File: src/rtl/motor_pwm_pkg.sv
// Shared definitions for the motor PWM scheduler: state encoding and register map.
package motor_pwm_pkg;

  typedef enum logic [2:0] {
    ST_IDLE  = 3'd0,
    ST_ARMED = 3'd1,
    ST_RAMP  = 3'd2,
    ST_RUN   = 3'd3,
    ST_FAULT = 3'd4
  } state_t;

  localparam logic [2:0] ADDR_PERIOD    = 3'd0;
  localparam logic [2:0] ADDR_DEADBAND  = 3'd1;
  localparam logic [2:0] ADDR_DUTY_A    = 3'd2;
  localparam logic [2:0] ADDR_DUTY_B    = 3'd3;
  localparam logic [2:0] ADDR_DUTY_C    = 3'd4;
  localparam logic [2:0] ADDR_RAMP_STEP = 3'd5;
  localparam logic [2:0] ADDR_CTRL      = 3'd6;

  localparam int CTRL_RUN_BIT  = 0;
  localparam int CTRL_FCLR_BIT = 1;

endpackage

File: src/rtl/motor_pwm_ramp.sv
// One channel of the soft-start ramp: moves cur toward target by step, never overshooting.
// Combinational; a step of zero jumps straight to the target.
module motor_pwm_ramp #(
  parameter int SIZE = 16
) (
  input  logic [SIZE-1:0] cur,
  input  logic [SIZE-1:0] target,
  input  logic [SIZE-1:0] step,
  output logic [SIZE-1:0] nxt
);

  logic [SIZE:0] up_sum;
  logic [SIZE:0] down_gap;

  // One extra bit so cur+step cannot wrap past the target.
  assign up_sum   = {1'b0, cur} + {1'b0, step};
  assign down_gap = {1'b0, cur} - {1'b0, target};

  always_comb begin
    nxt = cur;
    if (step == '0) begin
      nxt = target;
    end else if (cur < target) begin
      nxt = (up_sum >= {1'b0, target}) ? target : up_sum[SIZE-1:0];
    end else if (cur > target) begin
      nxt = (down_gap <= {1'b0, step}) ? target : cur - step;
    end
  end

endmodule

File: src/rtl/motor_pwm_sched.sv
// Three-phase PWM parameter scheduler: shadow registers, soft-start ramp and fault latch.
// Active values only change on iSYNC (or on arm/stop/fault), one cycle after the event.
module motor_pwm_sched
  import motor_pwm_pkg::*;
#(
  parameter int SIZE = 16
) (
  input  logic            iCLK,
  input  logic            iRST_N,
  input  logic            iWR,
  input  logic [2:0]      iADDR,
  input  logic [SIZE-1:0] iDATA,
  input  logic            iSYNC,
  input  logic            iFAULT_N,
  output logic            oENABLE,
  output logic [SIZE-1:0] oPERIOD,
  output logic [SIZE-1:0] oDEADBAND,
  output logic [SIZE-1:0] oDUTY_A,
  output logic [SIZE-1:0] oDUTY_B,
  output logic [SIZE-1:0] oDUTY_C,
  output logic [2:0]      oSTATE,
  output logic            oFAULT,
  output logic            oPENDING
);

  state_t          state, state_nxt;
  logic [SIZE-1:0] sh_period, sh_deadband, ramp_step;
  logic [SIZE-1:0] sh_duty  [3];
  logic [SIZE-1:0] period, deadband;
  logic [SIZE-1:0] duty     [3];
  logic [SIZE-1:0] tgt      [3];
  logic [SIZE-1:0] duty_nxt [3];
  logic            pending, fault, enable;

  // A write in the same cycle as a fault is dropped: fault wins.
  logic wr_ok, ctrl_wr, run_set, run_clr, fault_clr, all_done, arm_load, run_load;
  assign wr_ok     = iWR && iFAULT_N;
  assign ctrl_wr   = wr_ok && (iADDR == ADDR_CTRL);
  assign run_set   = ctrl_wr && iDATA[CTRL_RUN_BIT];
  assign run_clr   = ctrl_wr && !iDATA[CTRL_RUN_BIT];
  assign fault_clr = ctrl_wr && iDATA[CTRL_FCLR_BIT];

  for (genvar g = 0; g < 3; g++) begin : g_ch
    assign tgt[g] = (sh_duty[g] > period) ? period : sh_duty[g];
    motor_pwm_ramp #(.SIZE(SIZE)) u_ramp (
      .cur    (duty[g]),
      .target (tgt[g]),
      .step   (ramp_step),
      .nxt    (duty_nxt[g])
    );
  end

  assign all_done = (duty_nxt[0] == tgt[0]) && (duty_nxt[1] == tgt[1]) && (duty_nxt[2] == tgt[2]);

  always_comb begin
    state_nxt = state;
    if (!iFAULT_N) begin
      state_nxt = ST_FAULT;
    end else begin
      case (state)
        ST_IDLE:  if (run_set) state_nxt = ST_ARMED;
        ST_ARMED: if (run_clr) state_nxt = ST_IDLE; else if (iSYNC) state_nxt = ST_RAMP;
        ST_RAMP:  if (run_clr) state_nxt = ST_IDLE; else if (iSYNC && all_done) state_nxt = ST_RUN;
        ST_RUN:   if (run_clr) state_nxt = ST_IDLE;
        ST_FAULT: if (fault_clr) state_nxt = ST_IDLE;
        default:  state_nxt = ST_IDLE;
      endcase
    end
  end

  assign arm_load = (state == ST_IDLE) && (state_nxt == ST_ARMED);
  assign run_load = (state == ST_RUN) && (state_nxt == ST_RUN) && iSYNC && pending;

  always_ff @(posedge iCLK or negedge iRST_N) begin
    if (!iRST_N) begin
      state <= ST_IDLE;
    end else begin
      state <= state_nxt;
    end
  end

  always_ff @(posedge iCLK or negedge iRST_N) begin
    if (!iRST_N) begin
      sh_period   <= '0;
      sh_deadband <= '0;
      ramp_step   <= '0;
      sh_duty     <= '{default: '0};
      period      <= '0;
      deadband    <= '0;
      duty        <= '{default: '0};
      pending     <= 1'b0;
      fault       <= 1'b0;
      enable      <= 1'b0;
    end else begin
      if (wr_ok) begin
        case (iADDR)
          ADDR_PERIOD:    sh_period   <= iDATA;
          ADDR_DEADBAND:  sh_deadband <= iDATA;
          ADDR_DUTY_A:    sh_duty[0]  <= iDATA;
          ADDR_DUTY_B:    sh_duty[1]  <= iDATA;
          ADDR_DUTY_C:    sh_duty[2]  <= iDATA;
          ADDR_RAMP_STEP: ramp_step   <= iDATA;
          default: ;
        endcase
      end

      // A shadow write landing with a load keeps PENDING for the next iSYNC.
      if (wr_ok && (iADDR <= ADDR_RAMP_STEP)) pending <= 1'b1;
      else if (arm_load || run_load)          pending <= 1'b0;

      if (arm_load || run_load) begin
        period   <= sh_period;
        deadband <= sh_deadband;
      end

      if (state_nxt == ST_IDLE || state_nxt == ST_ARMED || state_nxt == ST_FAULT) begin
        duty <= '{default: '0};
      end else if (state == ST_RAMP && iSYNC) begin
        duty <= duty_nxt;
      end else if (run_load) begin
        for (int i = 0; i < 3; i++) duty[i] <= (sh_duty[i] > sh_period) ? sh_period : sh_duty[i];
      end

      if (!iFAULT_N)                           fault <= 1'b1;
      else if (state == ST_FAULT && fault_clr) fault <= 1'b0;

      enable <= (state_nxt == ST_ARMED) || (state_nxt == ST_RAMP) || (state_nxt == ST_RUN);
    end
  end

  assign oENABLE   = enable;
  assign oPERIOD   = period;
  assign oDEADBAND = deadband;
  assign oDUTY_A   = duty[0];
  assign oDUTY_B   = duty[1];
  assign oDUTY_C   = duty[2];
  assign oSTATE    = state;
  assign oFAULT    = fault;
  assign oPENDING  = pending;

endmodule

File: config.mk
export PLATFORM = sky130hd
export DESIGN_NAME = motor_pwm_sched
export DESIGN_NICKNAME = d
export VERILOG_FILES = /design/src/rtl/motor_pwm_pkg.sv /design/src/rtl/motor_pwm_ramp.sv /design/src/rtl/motor_pwm_sched.sv
export SDC_FILE = /design/constraint.sdc
export NUM_CORES = 1
export LEC_CHECK = 0
export CORE_MARGIN = 1.5
export CORE_UTILIZATION = 45
export DETAILED_ROUTE_END_ITERATION = 8
export PLACE_DENSITY_LB_ADDON = 0.15
export SLEW_MARGIN = 15
export SYNTH_ARGS = -nofsm -noshare
export SYNTH_HDL_FRONTEND = slang
export SYNTH_SLANG_ARGS = --single-unit
File: constraint.sdc
create_clock -name iCLK -period 10.6 [get_ports iCLK]
set_input_delay 1.59 -clock iCLK [delete_from_list [all_inputs] [get_ports iCLK]]
set_output_delay 1.59 -clock iCLK [all_outputs]
set_load 0.005 [all_outputs]
---- Word-level counts from Yosys, hierarchy flattened ----
Index checks and enable logic that the tools add are counted.
storage, ports and cells
  bits in registers ....................... 182
  input port bits ......................... 24
  output and inout bits ................... 86
  logic and storage cells ................. 131
operators by class
  $add $sub $neg .......................... 9
  $lt $le $gt $ge ......................... 19
  eq/ne operators ......................... 18
  mux-type cells .......................... 37
  reductions and logical operators ........ 33
operators by type and width
  operator                                                          number
  16-bit 2-to-1 mux                                                 21
  16-bit greater-than comparator                                    9
  48-bit 2-to-1 mux                                                 3
  16-bit by 16-bit adder with 17-bit output                         3
  17-bit by 16-bit greater-or-equal comparator with 1-bit output    3
  17-bit by 16-bit <= comparator with 1-bit output                  3
  16-bit by 16-bit subtractor with 17-bit output                    3
  16-bit == test                                                    3
  16-bit less-than comparator                                       3
  16-bit subtractor                                                 3
  3-bit 2-to-1 mux                                                  8
  3-bit by 2-bit == test with 1-bit output (second input constant)  6
  16-bit zero test                                                  1
  3-bit == test (second input constant)                             5
  1-bit logical AND                                                 15
  3-bit one-hot mux with 5 select lines                             1
  2-bit AND reduction                                               6
  3-bit by 1-bit == test with 1-bit output (second input constant)  3
  3-bit zero test                                                   3
  1-bit logical OR                                                  5
  1-bit 2-to-1 mux                                                  4
  3-bit <= comparator (second input constant)                       1
  3-bit nonzero test                                                1
  2-bit by 1-bit != test with 1-bit output (second input constant)  1
  2 further kinds                                                   2

---- Longest topological paths before layout ----
  depth in word-level cells ............... 23
  gate-level depth with buffers ........... 44
  gate-level depth less buffers ........... 40

---- Modules after synthesis ----
A second synthesis with hierarchy kept.
unflattened totals
  cells, all modules ...................... 2868
  area, all modules ....................... 23369.9 um^2
modules (own cells, without submodules)
  module                                times used  cells an instance  area an instance (um^2)  seq. area each (um^2)
  motor_pwm_sched                       1           1269               12131.6                  4554.4
  motor_pwm_ramp at g_ch[1].u_ramp ...  2           528                3719.8                   0.0
  motor_pwm_ramp at g_ch[0].u_ramp      1           543                3798.6                   0.0

---- Worst setup path before layout ----
No wires, ideal clock.
  path kind ............................... register to register
  start ................................... register period[14] (netlist: oPERIOD[14])
  end ..................................... register pending (netlist: oPENDING)
  library setup time ...................... 0.121 ns
  arrival time ............................ 8.452 ns
  required time ........................... 10.479 ns
  path slack .............................. 2.027 ns
  stages on the path, launching flop included .. 38
  path buffers ............................ 2
  clock period less this slack ............ 8.573 ns
  cells stage by stage .................... dfrtp_1 -> inv_1 -> ha_1 -> nand3_1 -> or3_1 -> o311ai_4 -> nand2_1 -> clkbuf_1 -> a21oi_1 -> ha_1 -> a31oi_1 -> o31ai_1 -> maj3_1 -> a21o_1 -> maj3_1 -> a21oi_1 -> o21ai_1 -> or4_1 -> [... 2 more ...] -> xnor2_1 -> ha_1 -> nand4_1 -> nor2_1 -> a211oi_1 -> o211ai_1 -> a211oi_1 -> o211a_1 -> o211ai_1 -> and2_1 -> clkbuf_1 -> a31oi_1 -> a31oi_1 -> or3b_1 -> nor4_1 -> a41oi_1 -> o31a_1 -> a2bb2oi_1
on the way
  longest elaborated chain between the ends .. 22
  elaborated cells between the ends (all ways) .. 54
  classes of those cells .................. add/sub (3); order compare (15); eq/ne (5); mux (22); reduce/logical (9)
RTL lines
  what                                              RTL line                source
  start: declaration                                motor_pwm_sched.sv:29   logic [SIZE-1:0] period, deadband;
  start signal: assignment                          motor_pwm_sched.sv:112  period <= sh_period;
  16-bit greater-than comparator                    motor_pwm_sched.sv:44   assign tgt[g] = (sh_duty[g] > period) ? period : sh_duty[g];
  16-bit 2-to-1 mux                                 motor_pwm_sched.sv:44
  16-bit by 16-bit subtractor with 17-bit output    motor_pwm_ramp.sv:17    assign down_gap = {1'b0, cur} - {1'b0, target};
  17-bit by 16-bit <= comparator with 1-bit output  motor_pwm_ramp.sv:26    nxt = (down_gap <= {1'b0, step}) ? target : cur - step;
  16-bit 2-to-1 mux                                 motor_pwm_ramp.sv:26
  16-bit 2-to-1 mux                                 motor_pwm_ramp.sv:25    end else if (cur > target) begin
  16-bit 2-to-1 mux                                 motor_pwm_ramp.sv:23    end else if (cur < target) begin
  16-bit 2-to-1 mux                                 motor_pwm_ramp.sv:21    if (step == '0) begin
  [... 3 more ...]                                  -
  1-bit logical AND *                               motor_pwm_sched.sv:63   ST_RAMP: if (run_clr) state_nxt = ST_IDLE; else if (iSYNC && all_done) state_nxt = ST_RUN;
  3-bit 2-to-1 mux * (2 in a row)                   motor_pwm_sched.sv:63
  3-bit one-hot mux with 5 select lines *           motor_pwm_sched.sv:60   case (state)
  3-bit 2-to-1 mux *                                motor_pwm_sched.sv:57   if (!iFAULT_N) begin
  3-bit by 2-bit == test with 1-bit output          motor_pwm_sched.sv:72   assign run_load = (state == ST_RUN) && (state_nxt == ST_RUN) && iSYNC && pending;
  1-bit logical AND (3 in a row)                    motor_pwm_sched.sv:72
  1-bit logical OR *                                motor_pwm_sched.sv:109  else if (arm_load || run_load) pending <= 1'b0;
  2-bit nonzero test (no line) *                    -
  end signal: assignment                            motor_pwm_sched.sv:91   pending <= 1'b0;
  end signal: assignment                            motor_pwm_sched.sv:108  if (wr_ok && (iADDR <= ADDR_RAMP_STEP)) pending <= 1'b1;
  end signal: assignment                            motor_pwm_sched.sv:109
  end: declaration                                  motor_pwm_sched.sv:33   logic pending, fault, enable;
Mark *: on every way between the ends. The rest lies on a longest branch, timed or not.
A chain may end at the register's enable or synchronous reset.

---- Worst setup path after layout ----
Same ends and word-level chain as after synthesis.

==> impl_metrics.tcl <==
set metrics [dict create \
    dpl_cell_area_um2 25790 \
    cts-root-buf "clkbuf_16" \
    cts_tree "yes" \
    reg2reg_from "oPERIOD[14]" \
    grt_setup_unrepaired "false" \
    placedCellCount 3738 \
    cts_resized 0 \
    place_hpwl_um 91610 \
    ir_worst_vdd_mv 0.1105 \
    cts_hold_buf 0 \
    syn_nets 3350 \
    timing.reg2reg.setup_slack_ps 520 \
    vias_per_cell 6.817 \
    grt_pass1_wl_um 168100 \
    drt_iter0_drc 3235 \
    cap_violations 0 \
    ys_ff_latch 182 \
    core.rowCount 83 \
    slew_viol_final 0 \
    ys_top_cells_by_area "dfrtp_1 (19%), ha_1 (17%), a21oi_1 (5.8%)" \
    dieArea_um2 53850 \
    nFillCells 5042 \
    critical-path-max-stage-delay_ps 860 \
    avgRoutedWirePerCell_um 31.09 \
    setup_viol 0 \
    core_um2 51610 \
    path_class "reg2reg" \
    clk_transition_reported_paths_ps 70 \
    grt_overflow_total 0 \
    synthFlopType "dfrtp_1" \
    yosysSeqAreaShare_pct 19.29 \
    io_buffers 109 \
    min_period_over_period_pct 95.05 \
    power_density_nw_per_um2 220.1 \
    yosys.cell_types.count 90 \
    power.leakage_uw 0.01172 \
    finalWeightedCongestion 1.087 \
    multiInputGateArea_um2 17940 \
    rr_endpoint "oPENDING" \
    area_growth_pct 11.87 \
    postRouteAntennaNets 0 \
    cp-startpoint "oPERIOD[14]" \
    synth_edf_count 0 \
    drive_gt1_share_pct 8.932 \
    crit_path_max_fanout 11 \
    tns_ps 0 \
    antenna_found_initial 11 \
    layout.cells.non_filler 3772 \
    grt_max_degree 125 \
    netlist_instances 2992 \
    grt_usage_pct 42.98 \
    critPathLaunchType "flop" \
    die_w_um 232.1 \
    wirelength_um 117300 \
    hp-start "oFAULT" \
    synth_top_area_cell "dfrtp_1" \
    ys_async_sr_fraction_pct 100.0 \
    ff_latch_area_um2 4554 \
    synth_area_um2 23610 \
    synth_commonest_cells "ha_1 (325), nor2_1 (284), a21oi_1 (274), nand2_1 (210), o21ai_0 (187)" \
    critPathSlowestCell "a2111oi_0" \
    start_util_pct 45.74 \
    cp-end-kind "flop" \
    die_h_um 232.1 \
    hp-class "reg2reg" \
    ff2ff_path_depth 36 \
    period_needed_ps 10080 \
    clock_latency_ps 460 \
    vias 25710 \
    cts.sinks 182 \
    grt_pass1_vias 24150 \
    endpoint "oPENDING" \
    post_cts_buffers 0 \
    drt_first_pass_iters 8 \
    final_cell_area_um2 26410 \
    cts_buffers 17 \
    skew_ps 20.13 \
    max_freq_mhz 99.25 \
    nets 3435 \
    power_uw 5813 \
    cpMostUsedCell "a21oi_1" \
    drc 0 \
    clock_path_buffers 2 \
    outcome "finished clean" \
    ctsHtreeMaxLevel 4 \
    ios 110 \
    hold_viol 0 \
    crit_arrival_ps 10410 \
    yosys.area.top_type_share_pct 19.29 \
    yosys_warnings 0 \
    worstPathRequired_ps 10940 \
    yosysMostFrequentCell "ha_1" \
    tightestPinTransition_ps 1253 \
    slew_headroom_pct 15.42 \
    synth_area_per_cell_um2 7.891 \
]
## flip-flops by register name, indices dropped and copies added, names as in the netlist
| name | flops |
|---|---|
| oDEADBAND | 16 |
| sh_deadband | 16 |
| oDUTY_B | 16 |
| sh_duty | 48 |
| oENABLE | 1 |
| oPENDING | 1 |
| oPERIOD | 16 |
| oDUTY_C | 16 |
| oDUTY_A | 16 |
| oFAULT | 1 |
| sh_period | 16 |
| oSTATE | 3 |
| ramp_step | 16 |
## critical path: cells and delay by family (launching register included)
family          cells  cell delay (ps)
xor+xnor            1               90
flops               1              400
buf+inv             1              150
fa+ha+maj           3             1080
simple gates       12             3030
compound gates     19             5200
## per-stage QoR
step	util (%)	hold slack (ps)	setup WS (ps)
after CTS	51.16	509.7	650.3
after detailed placement	49.98	490.9	688.3
after floorplan	-	476.7	2027
after global placement	49.98	486.4	723.7
final	51.17	507.8	524.6
after global routing	51.16	521.0	16.30
## cell usage in the layout, fill, tap and decap left out, types with 26 or more instances in the layout
master / Yosys / layout
nand4_1: 46 / 46
nand2b_1: 34 / 34
xor2_1: 33 / 33
a21o_1: 56 / 56
clkdlybuf4s50_1: 0 / 108
a21oi_1: 274 / 274
or3_1: 28 / 28
nor3_1: 76 / 76
mux2i_1: 46 / 46
nand3_1: 57 / 56
o21bai_1: 26 / 26
o211ai_1: 52 / 52
buf_4: 0 / 92
nand2_1: 210 / 210
a211oi_1: 54 / 54
o22ai_1: 37 / 37
inv_1: 179 / 179
o21ai_0: 187 / 185
a221oi_1: 29 / 29
a31oi_1: 29 / 28
mux2_2: 118 / 118
xnor2_1: 100 / 100
ha_1: 325 / 325
nor2_1: 284 / 284
o21a_1: 44 / 44
dfrtp_1: 182 / 182
nor2b_1: 34 / 34
## routing by layer
layer  global-route usage [%]  part of all wire (%)  vias up
met5                        0                 0.011        -
met4                    28.61                   8.1        2
met3                    9.848                    11      370
met2                    62.30                    41     1573
met1                    56.73                    40    12460
li1                         -                     -    11310
## how the worst min path moves through the flow
| stage | endpoint | slack (ps) | depth (start not counted) |
|---|---|---|---|
| after floorplan | sh_deadband[0] | 480 | 1 |
| after global placement | sh_deadband[14] | 490 | 1 |
| after detailed placement | oFAULT | 490 | 2 |
| after CTS | oFAULT | 510 | 2 |
| after global routing | oDEADBAND[14] | 520 | 1 |
| final | oFAULT | 510 | 2 |
## report_power, final
| group | total, uW | switching [uW] | leakage [uW] | internal (uW) |
|---|---|---|---|---|
| Clock | 673 | 334 | 0.000296 | 339 |
| Sequential | 972 | 195 | 0.00236 | 777 |
| Combinational | 4170 | 2700 | 0.00906 | 1470 |
## final cells by class
cell class              instances  share of cell area, %
clock inverters                15                 0.6964
inverters                     179                  2.544
diodes                          2                0.01895
well taps                     680                  3.221
multi-input cells            2496                  67.91
clock buffers                  17                  1.611
repair buffers                201                  6.760
flip-flops and latches        182                  17.24
## kinds of logic (layout without fill, tap and decap cells)
logic type                 after synthesis  count (layout)  share of synthesized area [%]
muxes                                  164             164                          7.578
xor gates and xnor gates               133             133                          4.934
other                                    0               2                              0
buffers and inverters                  314             412                          5.018
AOI/OAI and AO/OA                      985             985                          27.36
DFF                                    182             182                          19.29
adders and majority gates              339             339                          18.20
and+or+nand+nor                        875             875                          17.62
No activity file was read; power rests on OpenSTA's default activity.
==> patch 1 (config.mk and constraints unchanged) <==
`SIZE` is set to 16 in 2 places; all go to 8.
--- a/src/rtl/motor_pwm_ramp.sv
+++ b/src/rtl/motor_pwm_ramp.sv
@@ -1,7 +1,7 @@
 // One channel of the soft-start ramp: moves cur toward target by step, never overshooting.
 // Combinational; a step of zero jumps straight to the target.
 module motor_pwm_ramp #(
-  parameter int SIZE = 16
+  parameter int SIZE = 8
 ) (
   input  logic [SIZE-1:0] cur,
   input  logic [SIZE-1:0] target,
--- a/src/rtl/motor_pwm_sched.sv
+++ b/src/rtl/motor_pwm_sched.sv
@@ -3,7 +3,7 @@
 module motor_pwm_sched
   import motor_pwm_pkg::*;
 #(
-  parameter int SIZE = 16
+  parameter int SIZE = 8
 ) (
   input  logic            iCLK,
   input  logic            iRST_N,
Interface: changed (6 resized); port bits go from 110 to 62. The function was not compared with the original's and may differ.
==> patch 1 against the original RTL <==
Sequential cell count down 88. Via count down 57%. Critical path depth down 8. Die area down 51%. Non-clock buffer count down 127. Wire length down 65%. Combinational power down 52%. Area after synthesis down 51%. Worst setup slack better by 2400 ps. Power down 51%. Synthesized cell count down 54%. Sequential share of layout area up 1.3 points. Design area down 52%. Critical path type unchanged.
==> patch 1: results <==
[min_path]
min_from = sh_deadband[0]
hp-class = reg2reg

[layout]
largest_reg_flops = 24
antenna_cells = 0
largest_register = sh_duty
nFillCells = 2459
drive_gt1_frac = 0.0893
stdcell_count = 1752

[sta]
fin_worst_skew_ps = 11.1
tns_ps = 0
relSlewSlack = 0.324
drv_slew = 0

[placed_design]
hpwl_um = 32000
globalplace.congestion = 0.999
placedCellCount = 1736
io_buffer_count = 61

[cts]
cts_root_buf = clkbuf_16
numCtsBuffers = 9
cts_resized = 0
clock_latency_ps = 350
clockBufferDepth = 2
clkSlewWorstSetupHoldPaths_ps = 80
htree_levels = 3
postCtsSetupRepairBufs = 0

[synthesis]
ys_seq_area_frac = 0.204
ys_top_cells_by_count = ha_1 (161), a21oi_1 (125), nand2_1 (105)
synth-main-ff-cell = dfrtp_1
ys_top_cells_by_area = dfrtp_1 (20%), ha_1 (17%), mux2_2 (5.6%)
synth_cell_types = 92
synth-compound-area-share = 0.259
avgSynthCellArea_um2 = 8.33
synth_fa_ha_area_frac = 0.191
synthMuxAreaShare = 0.0853
synthesis.nets = 1568
synth_xor_area_frac = 0.0435
yosys_warnings = 0

[route]
drtIter0Drc = 993
wire_per_inst_um = 23.4
via_count = 11200
drt_pass1_iterations = 5

[setup_path]
slowest_delay_ps = 530
critical_path_class = reg2reg
worstPathMaxFanout = 12
path_delay_family = compound AO/OA/AOI/OAI gates
reg2reg_from = oPERIOD[2]
cp.arrival_ps = 8010
r2r_cells = 28
cp-endpoint = oSTATE[0]
reg2reg_slack_ps = 2890
crit_path_top_delay_cell = a31oi_1

[global_routing]
grt_antenna_before_repair = 0
grt_pass1_wl_um = 63700
grt_max_degree = 59
grt_use_total = 0.315

[power_and_ir_drop]
total_leakage_power_nw = 5.52
worst_ir_drop_vdd_mv = 0.110

[run_status]
outcome = finished, final reports clean
==> patch 1: kinds of logic after synthesis <==
logic type                 count (synthesis)
DFF                                       94
and+or+nand+nor                          400
buffers and inverters                    129
xor gates and xnor gates                  55
adders and majority gates                170
muxes                                     90
AOI/OAI and AO/OA                        444
==> patch 1: layer usage <==
layer | track usage | part of all wire
met5 | 0 | 0
met1 | 0.441 | 0.45
met3 | 0.0601 | 0.080
met4 | 0.118 | 0.037
met2 | 0.479 | 0.43
==> patch 1: cell type report <==
| cell class | count | area share |
|---|---|---|
| Multi-Input combinational cell | 1159 | 0.681 |
| Sequential cell | 94 | 0.185 |
| Timing Repair Buffer | 74 | 0.0555 |
| Tap cell | 330 | 0.0325 |
| Inverter | 79 | 0.0233 |
| Clock buffer | 9 | 0.0177 |
| Clock inverter | 7 | 0.00521 |
==> patch 1: report_power, final <==
part | total, W | internal, W | switching (W)
clock network | 0.000323 | 0.000165 | 0.000158
registers | 0.000493 | 0.000400 | 0.0000927
logic | 0.00201 | 0.000779 | 0.00124
==> patch 1: worst min path at each step <==
stage                        end  slack, ps  cells past startpoint
finish              oDEADBAND[0]        500                      1
global placement    ramp_step[0]        490                      1
floorplan           oDEADBAND[0]        480                      1
global route        oDEADBAND[0]        520                      1
CTS                 oDEADBAND[0]        510                      1
detailed placement  oDEADBAND[0]        490                      1
==> patch 1: through the flow <==
step	instance area, um^2	setup WS (ps)
floorplan	11500	4310
global route	12700	2350
detailed placement	12400	3090
global placement	12400	3180
CTS	12700	3060
finish	12700	2890
==> patch 2 (config.mk and constraints unchanged) <==
Made on the original files. Put a register stage on the output `oDUTY_C`, without a reset. The value now appears one clock later. The other outputs are not delayed to match.
--- a/src/rtl/motor_pwm_sched.sv
+++ b/src/rtl/motor_pwm_sched.sv
@@ -133,7 +133,9 @@
   assign oDEADBAND = deadband;
   assign oDUTY_A   = duty[0];
   assign oDUTY_B   = duty[1];
-  assign oDUTY_C   = duty[2];
+  always_ff @(posedge iCLK) begin
+    oDUTY_C <= duty[2];
+  end
   assign oSTATE    = state;
   assign oFAULT    = fault;
   assign oPENDING  = pending;
Behaviour: not the same (a bounded check fails within 10 cycles, from zero or initial values and one cycle with iRST_N low).
==> patch 2 against the original RTL <==
Hold slack got worse by 3.1 ps. Design area increased by 0.69%. Power decreased by 17%. Area after synthesis increased by 2.4%. Via count decreased by 2.4%. Critical endpoint is now oSTATE[0]. Cell count decreased by 2.3%. Worst setup slack improved by 390 ps. Combinational power decreased by 27%. Sequential power increased by 7%. Wire length decreased by 1.7%. Core utilization decreased by 0.87 points. Sequential cell count increased by 16.
==> patch 2: results <==
[layout]
stdcell_count = 3687
drive_gt1_frac = 0.0998
nNetsFinal = 3342

[min_path]
min_from = sh_deadband[1]
min_path_cells = 1
hold_end = oDEADBAND[1]

[sta]
worst_pin_slew_ps = 1400

[synthesis]
synthesis.nets = 3309
ys_top_cells_by_area = dfrtp_1 (19%), ha_1 (17%), mux2_2 (6.0%)
avgSynthCellArea_um2 = 8.19
ys_seq_area_frac = 0.202
async_flop_share = 0.919
synth_cell_types = 104
ys_top_cells_by_count = ha_1 (325), a21oi_1 (243), nand2_1 (228)

[cts]
clock_latency_ps = 500
clkSlewWorstSetupHoldPaths_ps = 100

[route]
drtIter0Drc = 3137
via_count = 25100
drt_pass1_iterations = 6

[setup_path]
rr_endpoint = oSTATE[0]
r2r_cells = 35
crit_path_top_delay_cell = a21boi_4
cp.arrival_ps = 10110
slowest_delay_ps = 750

[run_status]
outcome = finished, final reports clean

[placed_design]
dp_slack_ps = 1320
hpwl_um = 90900
globalplace.congestion = 1.05

[global_routing]
grt_pass1_vias = 23400
grt_use_total = 0.408
grt_max_degree = 73
## patch 2: metal layers
layer	vias up	track usage	share of wire
met2	1541	0.564	0.40
met3	304	0.131	0.12
met1	12100	0.553	0.41
met5	-	0	0.00061
met4	4	0.240	0.064
li1	11100	-	-
## patch 2: final cells by class
| type | instances | area, um^2 | area share |
|---|---|---|---|
| clock buffers | 17 | 425 | 0.0160 |
| clock inverters | 15 | 194 | 0.00729 |
| inverters | 154 | 578 | 0.0217 |
| multi-input cells | 2432 | 18000 | 0.678 |
| well taps | 688 | 861 | 0.0324 |
| diodes | 2 | 5.00 | 0.000188 |
| flip-flops and latches | 198 | 4870 | 0.183 |
| repair buffers | 181 | 1640 | 0.0615 |
## patch 2: worst max-delay path, delay by kind of cell, from the launching register on
family                     cells  cell delay [ps]
AOI/OAI and AO/OA             17             4510
xor gates and xnor gates       1              140
adders and majority gates      4             1210
buffers and inverters          3              820
DFF                            1              420
muxes                          1              470
and+or+nand+nor                9             2020
## patch 2: report_power, final
group | internal (W) | leakage (nW) | switching [W]
Sequential | 0.000841 | 2.42 | 0.000195
Combinational | 0.00108 | 9.16 | 0.00197
Clock | 0.000324 | 0.300 | 0.000385
## patch 2: worst max path at each step
| stage | endpoint | cells past startpoint |
|---|---|---|
| 2_1_floorplan | oSTATE[0] | 35 |
| 3_3_place_gp | oSTATE[0] | 39 |
| 3_5_place_dp | oSTATE[0] | 35 |
| 4_1_cts | oSTATE[0] | 35 |
| 5_1_grt | oSTATE[0] | 39 |
| 6_report | oSTATE[0] | 35 |
## patch 2: cells by family after synthesis
family	share of synthesized area
AO/OA/AOI/OAI	0.261
adder cells (fa/ha/maj)	0.177
flip-flops	0.202
XOR/XNOR	0.0457
multiplexers	0.0884
AND/OR/NAND/NOR	0.169
buffers and inverters	0.0569
## patch 2: stage by stage
stage | power, W | hold slack, ps | instance area (um^2)
floorplan | 0.00279 | 419 | 24200
global placement | 0.00392 | 484 | 26000
detailed placement | 0.00395 | 494 | 26000
CTS | 0.00468 | 508 | 26600
global route | 0.00503 | 524 | 26600
finish | 0.00480 | 505 | 26600
